$ cat src/rtl/noc_credit_tx.sv
// noc_credit_tx: credit-based transmitter for one NoC router output port.
// Flits from a local ready/valid source are registered onto a link that has
// no backpressure wire. A credit counter, starting at DEPTH, makes sure the
// far-end DEPTH-entry FIFO is never overrun. Wormhole framing is tracked so
// that a packet stalled mid-flight for STALL_MAX cycles raises a sticky flag.
//
// Optional feature macro: NOC_TX_CREDIT_CHECK_EN
//   defined   -> a credit return arriving at full credit sets sticky credit_err
//   undefined -> credit_err is tied low; surplus returns are still dropped
module noc_credit_tx #(
  parameter int WIDTH     = 64,
  parameter int DEPTH     = 4,
  parameter int STALL_MAX = 255
) (
  input  logic                       clk,
  input  logic                       rst_n,
  input  logic [WIDTH-1:0]           s_data,
  input  logic                       s_last,
  input  logic                       s_valid,
  output logic                       s_ready,
  output logic [WIDTH-1:0]           tx_data,
  output logic                       tx_last,
  output logic                       tx_valid,
  input  logic                       credit_return,
  output logic [$clog2(DEPTH+1)-1:0] credits,
  output logic                       in_packet,
  output logic                       stall_timeout,
  output logic                       credit_err
);

  localparam int CW = $clog2(DEPTH + 1);
  localparam int SW = $clog2(STALL_MAX + 1);

  localparam logic [CW-1:0] CRED_FULL = CW'(DEPTH);
  localparam logic [SW-1:0] STALL_TOP = SW'(STALL_MAX);

  typedef enum logic {
    IDLE = 1'b0,
    PKT  = 1'b1
  } state_t;

  state_t            state;
  logic [CW-1:0]     cred_q;
  logic [SW-1:0]     stall_cnt;
  logic [WIDTH-1:0]  data_p1;
  logic              last_p1;
  logic              vld_p1;
  logic              accept;
  logic              ret_ok;

  // Saturating increment for the stall counter.
  function automatic logic [SW-1:0] stall_sat_inc(input logic [SW-1:0] v);
    if (v >= STALL_TOP) begin
      return STALL_TOP;
    end
    return v + SW'(1);
  endfunction

  // Ready is decoded from the registered count only, never from credit_return.
  assign s_ready = (cred_q != '0);
  assign accept  = s_valid && s_ready;
  // A return at full credit has no matching outstanding flit and is dropped.
  assign ret_ok  = credit_return && (cred_q != CRED_FULL);

  // Credit counter: minus one per accepted flit, plus one per legal return.
  always_ff @(posedge clk) begin
    if (!rst_n) begin
      cred_q <= CRED_FULL;
    end else begin
      case ({accept, ret_ok})
        2'b10:   cred_q <= cred_q - CW'(1);
        2'b01:   cred_q <= cred_q + CW'(1);
        default: cred_q <= cred_q;
      endcase
    end
  end

  // ---- stage p0 -> p1: register accepted flit onto the link ----
  // Link register: capture payload on accept, pulse valid for exactly one cycle.
  always_ff @(posedge clk) begin
    if (!rst_n) begin
      vld_p1  <= 1'b0;
      data_p1 <= '0;
      last_p1 <= 1'b0;
    end else begin
      vld_p1 <= accept;
      if (accept) begin
        data_p1 <= s_data;
        last_p1 <= s_last;
      end
    end
  end

  // Framing FSM: a non-tail accept opens a packet, a tail accept closes it.
  always_ff @(posedge clk) begin
    if (!rst_n) begin
      state <= IDLE;
    end else if (accept) begin
      state <= s_last ? IDLE : PKT;
    end
  end

  // Stall counter: counts no-credit cycles inside a packet, cleared by
  // any accept or whenever no packet is open.
  always_ff @(posedge clk) begin
    if (!rst_n) begin
      stall_cnt <= '0;
    end else if (accept || (state == IDLE)) begin
      stall_cnt <= '0;
    end else if (!s_ready) begin
      stall_cnt <= stall_sat_inc(stall_cnt);
    end
  end

  // Sticky timeout, set the cycle after the counter reaches its limit.
  always_ff @(posedge clk) begin
    if (!rst_n) begin
      stall_timeout <= 1'b0;
    end else if (stall_cnt == STALL_TOP) begin
      stall_timeout <= 1'b1;
    end
  end

`ifdef NOC_TX_CREDIT_CHECK_EN
  logic cred_err_q;

  // Sticky overflow flag: a return arrived while already holding every credit.
  always_ff @(posedge clk) begin
    if (!rst_n) begin
      cred_err_q <= 1'b0;
    end else if (credit_return && (cred_q == CRED_FULL)) begin
      cred_err_q <= 1'b1;
    end
  end

  assign credit_err = cred_err_q;
`else
  assign credit_err = 1'b0;
`endif

  assign tx_data   = data_p1;
  assign tx_last   = last_p1;
  assign tx_valid  = vld_p1;
  assign credits   = cred_q;
  assign in_packet = (state == PKT);

endmodule

$ cat config.mk
export PLATFORM = sky130hd
export DESIGN_NAME = noc_credit_tx
export DESIGN_NICKNAME = d
export VERILOG_FILES = /design/src/rtl/noc_credit_tx.sv
export SDC_FILE = /design/constraint.sdc
export NUM_CORES = 1
export LEC_CHECK = 0
export BUFFER_PORTS_ARGS = -buffer_cell sky130_fd_sc_hd__clkbuf_2
export CORE_ASPECT_RATIO = 0.9
export CORE_MARGIN = 5
export CORE_UTILIZATION = 40
export DETAILED_ROUTE_END_ITERATION = 8
export PLACE_DENSITY = 0.7
export SLEW_MARGIN = 0
export SYNTH_ARGS = -nofsm -noshare
export SYNTH_HDL_FRONTEND = slang
export SYNTH_SLANG_ARGS = --single-unit
$ cat constraint.sdc
create_clock -name clk -period 3 [get_ports clk]
set_input_delay 0.3 -clock clk [delete_from_list [all_inputs] [get_ports clk]]
set_output_delay 0.3 -clock clk [all_outputs]
set_load 0.01 [all_outputs]
# Word-level counts from Yosys, hierarchy flattened

Cells that the tools add are included.

Flip-flop bits (word level): 79
Bits of input ports: 69

Eq/ne operators: 4
Muxes and demuxes: 8
Order comparisons: 1
Reduce and logical (&&, ||, !) cells: 6
Bitwise logic cells: 2
Add/subtract/negate cells: 3

Operator list:

| operator                                                            | count |
|---|---|
| 8-bit two-way mux                                                   | 2 |
| 8-bit by 1-bit adder with 8-bit output (second input constant)      | 1 |
| 8-bit == test (second input constant)                               | 1 |
| 8-bit greater-or-equal comparator (second input constant)           | 1 |
| 3-bit one-hot mux with 2 select lines                               | 1 |
| 1-bit two-way mux                                                   | 5 |
| 3-bit by 1-bit adder with 3-bit output (second input constant)      | 1 |
| 3-bit != test (second input constant)                               | 1 |
| 3-bit nonzero test                                                  | 1 |
| 3-bit by 1-bit subtractor with 3-bit output (second input constant) | 1 |
| 2-bit by 1-bit == test with 1-bit output (second input constant)    | 1 |
| 2-bit == test (second input constant)                               | 1 |
| 1-bit logical AND                                                   | 2 |
| 1-bit NOT                                                           | 2 |
| 2-bit nonzero test                                                  | 1 |
| 2-bit OR reduction                                                  | 1 |
| 1-bit logical OR                                                    | 1 |

# Longest topological paths before layout

Gate-level depths: netlist (run 1).

Depth after elaboration: 6
Depth in mapped cells: 10
Depth with buffers taken out: 8

# Worst setup path before layout (run 1)

Ideal clock, no wire load.

Path type: flip-flop to flip-flop
From: register cred_q[0] (netlist: credits[0])
To: register cred_q[2] (netlist: credits[2])
Data arrival time: 2.157 ns
Path slack: 0.781 ns
Buffers on the path: 2
Library setup time: 0.062 ns
Clock period less this slack: 2.219 ns
Data required time: 2.938 ns
Stages on the path, launching flop included: 11
Path through: dfxtp_1 o31a_1 buf_6 clkinv_4 buf_2 ha_1 inv_1 fa_1 xor2_1 or3_1 nand3_1

Cells in the longest elaborated chain, start to end: 4
Elaborated cells on any way between the ends: 10
Classes of those cells: add/sub (2); eq/ne (3); mux (1); reduce/logical (4)

Ends and longest elaborated chain:

| what                                                                        | line   | text |
|---|---|---|
| start, declared                                                             | 43     | `logic [CW-1:0] cred_q;` |
| start signal, assigned                                                      | 71     | `2'b10: cred_q <= cred_q - CW'(1);` |
| start signal, assigned                                                      | 72     | `2'b01: cred_q <= cred_q + CW'(1);` |
| start signal, assigned                                                      | 73     | `default: cred_q <= cred_q;` |
| 3-bit != test or 3-bit nonzero test (tied branches)                         | 63, 60 |  |
| 1-bit logical AND (on tied branches)                                        | 63, 61 |  |
| 2-bit by 1-bit == test with 1-bit output or 2-bit == test (tied branches)   | 70     | `case ({accept, ret_ok})` |
| 3-bit one-hot mux with 2 select lines or 2-bit nonzero test (tied branches) | --     |  |

Several ways; a longest one is shown, not always the timed one.
A chain may end at the register's enable or synchronous reset.

# Final worst setup path (run 1)

Same ends and word-level chain as after synthesis.

==> results of run 1 <==
[stage by stage]
step	power, uW	instances	instance area [sq um]	utilization	setup WS [ns]
after CTS	2830	586	4040	0.532	0.922
after global placement	1930	570	3810	0.503	1.00
final	2780	586	4040	0.532	0.936
after floorplan	1710	357	3120	-	0.781
after global routing	2960	586	4040	0.532	0.821
after detailed placement	1950	570	3810	0.503	0.929
[cells by family after synthesis]
group,count (synthesis),share of synthesized area
and+or+nand+nor,160,0.220
AOI/OAI and AO/OA,82,0.195
buffers and inverters,29,0.0541
DFF,79,0.506
muxes,1,0.00321
xor gates and xnor gates,2,0.00561
other,1,0.00120
adders and majority gates,3,0.0144
[cell usage in the layout, fill, tap and decap left out, types with 2 or more instances in the layout]
master,count
a211oi_1,4
clkbuf_8,9
nor2b_1,3
nor4b_1,3
inv_6,2
nor3_1,6
a31oi_1,4
inv_1,2
a21boi_0,36
clkbuf_2,140
dfxtp_1,79
a21oi_1,3
ha_1,2
buf_4,3
and2_1,4
nor2_1,4
clkinvlp_4,2
and4_1,2
bufinv_16,2
nand2_1,131
o21ai_0,2
a21boi_1,30
[layout make-up]
class	count	area (sq um)
timing repair buffer	143	723
clock inverter	6	92.6
tap	96	120
fill	752	3550
multi-input combinational	249	1370
clock buffer	10	128
inverter	3	16.3
sequential	79	1580
[power groups by stage]
stage / registers (uW) / logic (uW) / clock network, uW
floorplan: 1350 / 363 / 0
CTS: 1270 / 657 / 897
global route: 1290 / 724 / 946
finish: 1270 / 645 / 867
global placement: 1290 / 638 / 0
detailed placement: 1300 / 655 / 0
[flip-flops by register name, summed over array words and instances, names as in the netlist]
register,flops
stall_timeout,1
stall_cnt,8
tx_valid,1
tx_data,64
credits,3
in_packet,1
tx_last,1
[layer usage]
layer	up-vias	routed length, um	global-route usage
li1	1431	-	-
met1	1316	3170	0.178
met2	99	3770	0.269
met3	9	620	0.0624
met4	0	121	0.0518
met5	-	0	0
[path summary, 6_finish.rpt]
| check | from | end | slack, ns | cells after the start |
|---|---|---|---|---|
| max | credits[0]$_SDFFE_PN0P_ | credits[2]$_SDFFE_PN1P_ | 0.94 | 8 |
| min reg2reg | tx_data[51]$_SDFFE_PN0P_ | tx_data[51]$_SDFFE_PN0P_ | 0.45 | 2 |
| min | s_last | in_packet$_SDFFE_PN0P_ | 0.16 | 2 |
| max reg2reg | credits[0]$_SDFFE_PN0P_ | credits[2]$_SDFFE_PN1P_ | 0.94 | 8 |
[worst max-delay path: cells and delay by family, from the launching register on]
| family | cells | cell delay (ns) |
|---|---|---|
| compound gates | 1 | 0.40 |
| xor+xnor | 1 | 0.16 |
| fa+ha+maj | 2 | 0.54 |
| buf+inv | 2 | 0.11 |
| flops | 1 | 0.40 |
| simple gates | 2 | 0.39 |
==> results.md, run 1 <==
- Asr flop ratio synth: 0
- NumNets Final: 557
- Avg Inst Size Synth: 8.75 sq um
- Vert. Die Dim: 93.8 um
- Hold/Removal Path Class: in -> reg
- Max IR drop VDD: 311 uV
- N_diodes: 0
- Switching Fraction: 0.312
- Pwr Density: 690 nW/um^2
- Wirelength per Cell: 13.1 um
- Setup TNS: 0 ns
- Initial core utilization: 0.412
- Starting DRC count in detailed routing: 107
- Io pins: 142
- # rows: 30
- Sequential-to-total area share from yosys stat: 0.506
- Max stage delay on crit path: 0.40 ns
- CTS tree: done
- P_int: 1920 uW
- Synth warn: 0
- DPL Wire Length: 5450 um
- Vias in the first global route: 2,686
- Max-Cap Viols: 0
- DIE AREA: 9680 sq um
- Clock group share of total power: 0.311
- Total setup buffers inserted after CTS: 0
- Vias: 2,855
- Crit path max fanout: 8
- CTS Buf Count: 9
- GR Overflow Total: 0
- Top cells by area, synth: dfxtp_1, nand2_1, a21boi_0
- Root Buffer: clkbuf_8
- PortBufs: 140
- Gpl congestion: 0.814
- # resized after CTS: 0
- Switching power: 868 uW
- Worst slew pin tran: 0.861 ns
- Tcrit/Tclk final: 0.688
- CP cell instances: o31a_2 -> clkinv_4 -> ha_1 -> inv_1 -> fa_1 -> xor2_1 -> or3_1 -> nand3_1
- Count of final max-slew check failures: 0
- DR vias/cell: 4.87
- Gr usage total: 0.158
- Post-synth top area share: 0.506
- FF+latch count, synth: 79
- Post-CTS Hold Fix Bufs: 0
- Reg power frac: 0.457
- Net Count, Synth: 429
- Residual DRC count: 0
- Yosys cell types: 36
- Worst-Skew Late Latency: 0.34 ns
- RSZ-0062 raised after global routing: false
- Clk sink count: 79
- Layout cell share with drive strength beyond 1: 0.333
- Reg clk slew, reported paths: 0.08 ns
- LEAKAGE: 0.00183 uW
- First-pass GRT wire length: 12,200 um
- Worst rel slew slack: 0.418
- Layout area overhead: 29.2%
- Total Wirelength: 7690 um
- Post-DRT Antenna Nets: 0
- Required @ worst endpoint: 3.27 ns
- Final Hold Fails: 0
- Status: complete, no violations
- Final setup vio count: 0
- Synth top cells by count: nand2_1, dfxtp_1, a21boi_0
- Post-Syn Area: 3120 sq um
- Slowest CP cell: dfxtp_1
- Tmin final: 2.06 ns
- Cells after Synth: 357
- Max Buffers Root-to-Sink: 2
- Drt pass-1 iters: 4
- Number of synthesized flops with an enable pin: 0
- CORE AREA: 7580 sq um
- CP Data Arrival Time: 2.34 ns
- Largest net degree at the start of global routing: 69
- Combinational Power Share: 0.232
- Fmax: 485 MHz
- Most numerous cell in the Yosys netlist: nand2_1
- CTS H-Tree Depth: 3
- Worst Skew: 0.00600 ns
- Chip width: 103 um
- Hold WS: 0.162 ns
- Critical Path Start Type: register
- Type of the worst setup path: reg -> reg
- CP Capture Type: register
- Post-synth top area cell: dfxtp_1
- Top FF cell, synth: dfxtp_1
- Initial antenna violation count: 0
Note: power is estimated with default switching activity, not from simulation.
==> run 2: changes to the inputs <==
Clock period 3 ns to 2 ns, I/O delays scaled along.
==> run 2 against run 1 <==
Count of clock-buffer cells in the layout is the same. Power grew 51%. Combinational power grew 57%. Sequential cell count is the same. Die area is the same. Clock power grew 46%. Critical path depth is the same. Via count shrank 0.77%. Critical endpoint unchanged. Highest routed layer unchanged.
==> results.md, run 2 (same netlist as run 1, synthesis figures left out) <==
- Most frequent cells in the layout: clkbuf_2, nand2_1, dfxtp_1
- Clk sink count: 79 (unchanged)
- Drt pass-1 iters: 4 (unchanged)
- Critical path depth: 8 (unchanged)
- DR vias/cell: 4.81 (-1.3%)
- Hold/Removal Path Class: in -> reg
- Vias in the first global route: 2,836 (+5.6%)
- Required @ worst endpoint: 2.26 ns (-1.01 ns)
- Type of the worst setup path: reg -> reg
- Number of cells on the worst hold path: 2 (unchanged)
- Critical Path Start Type: register
- Max stage delay on crit path: 0.38 ns (-0.02 ns)
- Total setup buffers inserted after CTS: 0 (unchanged)
- Pwr Total: 4200 uW (+51%)
- DPL Wire Length: 5530 um (+1.4%)
- Tmin final: 1.93 ns (-0.133 ns)
- R2R depth: 8 (unchanged)
- Total Wirelength: 7700 um (+0.22%)
- Vias: 2,833 (-0.77%)
- Number of flip-flops in the largest register: 64 (unchanged)
- Hold WS: 0.0508 ns (-0.111 ns)
- Io pins: 142 (unchanged)
- Gr usage total: 0.162 (+0.00402)
- DIE AREA: 9680 sq um (unchanged)
- Tcrit/Tclk final: 0.965 (+0.277)
- CORE AREA: 7580 sq um (unchanged)
- CTS tree: done
- FILL cells: 741 (-1.5%)
- Residual DRC count: 0 (unchanged)
- Root Buffer: clkbuf_8
- Post-CTS Hold Fix Bufs: 0 (unchanged)
- Final Hold Fails: 0 (unchanged)
- Count of final max-slew check failures: 0 (unchanged)
- Worst rel slew slack: 0.547 (+0.129)
- Worst path top cell family by delay: adder cells
- Post-DRT Antenna Nets: 0 (unchanged)
- Max-Cap Viols: 0 (unchanged)
- Max Buffers Root-to-Sink: 2 (unchanged)
- NumNets Final: 560 (+0.54%)
- CP Data Arrival Time: 2.19 ns (-0.15 ns)
- PortBufs: 140 (unchanged)
- DP Worst Slack: 0.0121 ns (-0.917 ns)
- Status: complete, no violations
- Crit path max fanout: 8 (unchanged)
- Initial core utilization: 0.412 (unchanged)
- CP cell instances: o31a_2 -> clkinv_4 -> ha_4 -> inv_1 -> fa_2 -> xor2_1 -> or3_1 -> nand3_1
- Layout cell share with drive strength beyond 1: 0.347 (+0.0142)
- Initial antenna violation count: 0 (unchanged)
- LEAKAGE: 0.00186 uW (+1.4%)
- Worst Skew: 0.00948 ns (+0.00348 ns)
- Worst slew pin tran: 0.679 ns (-0.181 ns)
- Starting DRC count in detailed routing: 81 (-24%)
- Max IR drop VDD: 512 uV (+65%)
- GR Overflow Total: 0 (unchanged)
- Worst-Skew Late Latency: 0.34 ns (about the same)
- Slowest CP cell: o31a_2
- CP Capture Type: register
- RSZ-0062 raised after global routing: false
- Wirelength per Cell: 13.1 um (-0.29%)
- CTS Buf Count: 9 (unchanged)
- N_diodes: 0 (unchanged)
- Gpl congestion: 0.754 (-7.4%)
- Core Util, Final: 0.539 (+0.00710)
- Final worst setup slack: 0.0692 ns (-0.867 ns)
- # rows: 30 (unchanged)
- Pwr Density: 1030 nW/um^2 (+49%)
- Fmax: 518 MHz (+6.9%)
- Leading cell type in the layout, fill and taps excluded: clkbuf_2
- Largest net degree at the start of global routing: 69 (unchanged)
- Vert. Die Dim: 93.8 um (unchanged)
- CTS H-Tree Depth: 3 (unchanged)
- Multi-input logic area: 1390 sq um (+1.1%)
- Reg area: 1590 sq um (+0.55%)
- Layout area overhead: 30.9%
- Reg clk slew, reported paths: 0.08 ns (about the same)
- Chip width: 103 um (unchanged)
- Final setup vio count: 0 (unchanged)
- CP bufs+invs: 2 (unchanged)
- First-pass GRT wire length: 12,400 um (+1.6%)
-- run 2: cell count changes in the layout (fill, tap and decap cells not counted), moves of 2 or more --
cell	before	now
dfxtp_1	79	76
clkinv_2	0	2
dfxtp_4	0	2
inv_6	2	0
-- run 2: area by class of cell --
cell class              instances  share of cell area
well taps                      96              0.0294
clock inverters                 6              0.0205
flip-flops and latches         79               0.389
clock buffers                  10              0.0312
multi-input cells             249               0.340
repair buffers                146               0.186
inverters                       3             0.00398
-- run 2: final timing paths --
check	start	endpoint	slack, ns
worst max-delay path	credits[2]$_SDFFE_PN1P_	credits[2]$_SDFFE_PN1P_	0.07
worst min-delay path	s_last	in_packet$_SDFFE_PN0P_	0.05
worst max register to register	credits[2]$_SDFFE_PN1P_	credits[2]$_SDFFE_PN1P_	0.07
worst min register to register	tx_data[59]$_SDFFE_PN0P_	tx_data[59]$_SDFFE_PN0P_	0.45
-- run 2: metrics by stage --
step,TNS [ns],cell area (sq um),cells
after floorplan,-0.0190,3150,357
after global routing,0,4090,589
after global placement,0,3870,573
after detailed placement,0,3870,573
final,0,4090,589
after CTS,0,4090,589
-- run 2: per-layer routing --
| metal | up-vias | part of all wire | track usage |
|---|---|---|---|
| met2 | 93 | 0.48 | 0.275 |
| met1 | 1286 | 0.43 | 0.187 |
| met3 | 13 | 0.072 | 0.0601 |
| met5 | - | 0 | 0 |
| li1 | 1441 | - | - |
| met4 | 0 | 0.019 | 0.0496 |
-- run 2: repair_timing --
action | CTS | global route
gates resized for setup | 1 | 1
setup endpoints to repair | 1 | 2
pin swaps | 0 | 0
-- run 2: power breakdown --
part,switching [uW],internal [uW]
Combinational,585,426
Sequential,134,1780
Clock,570,700
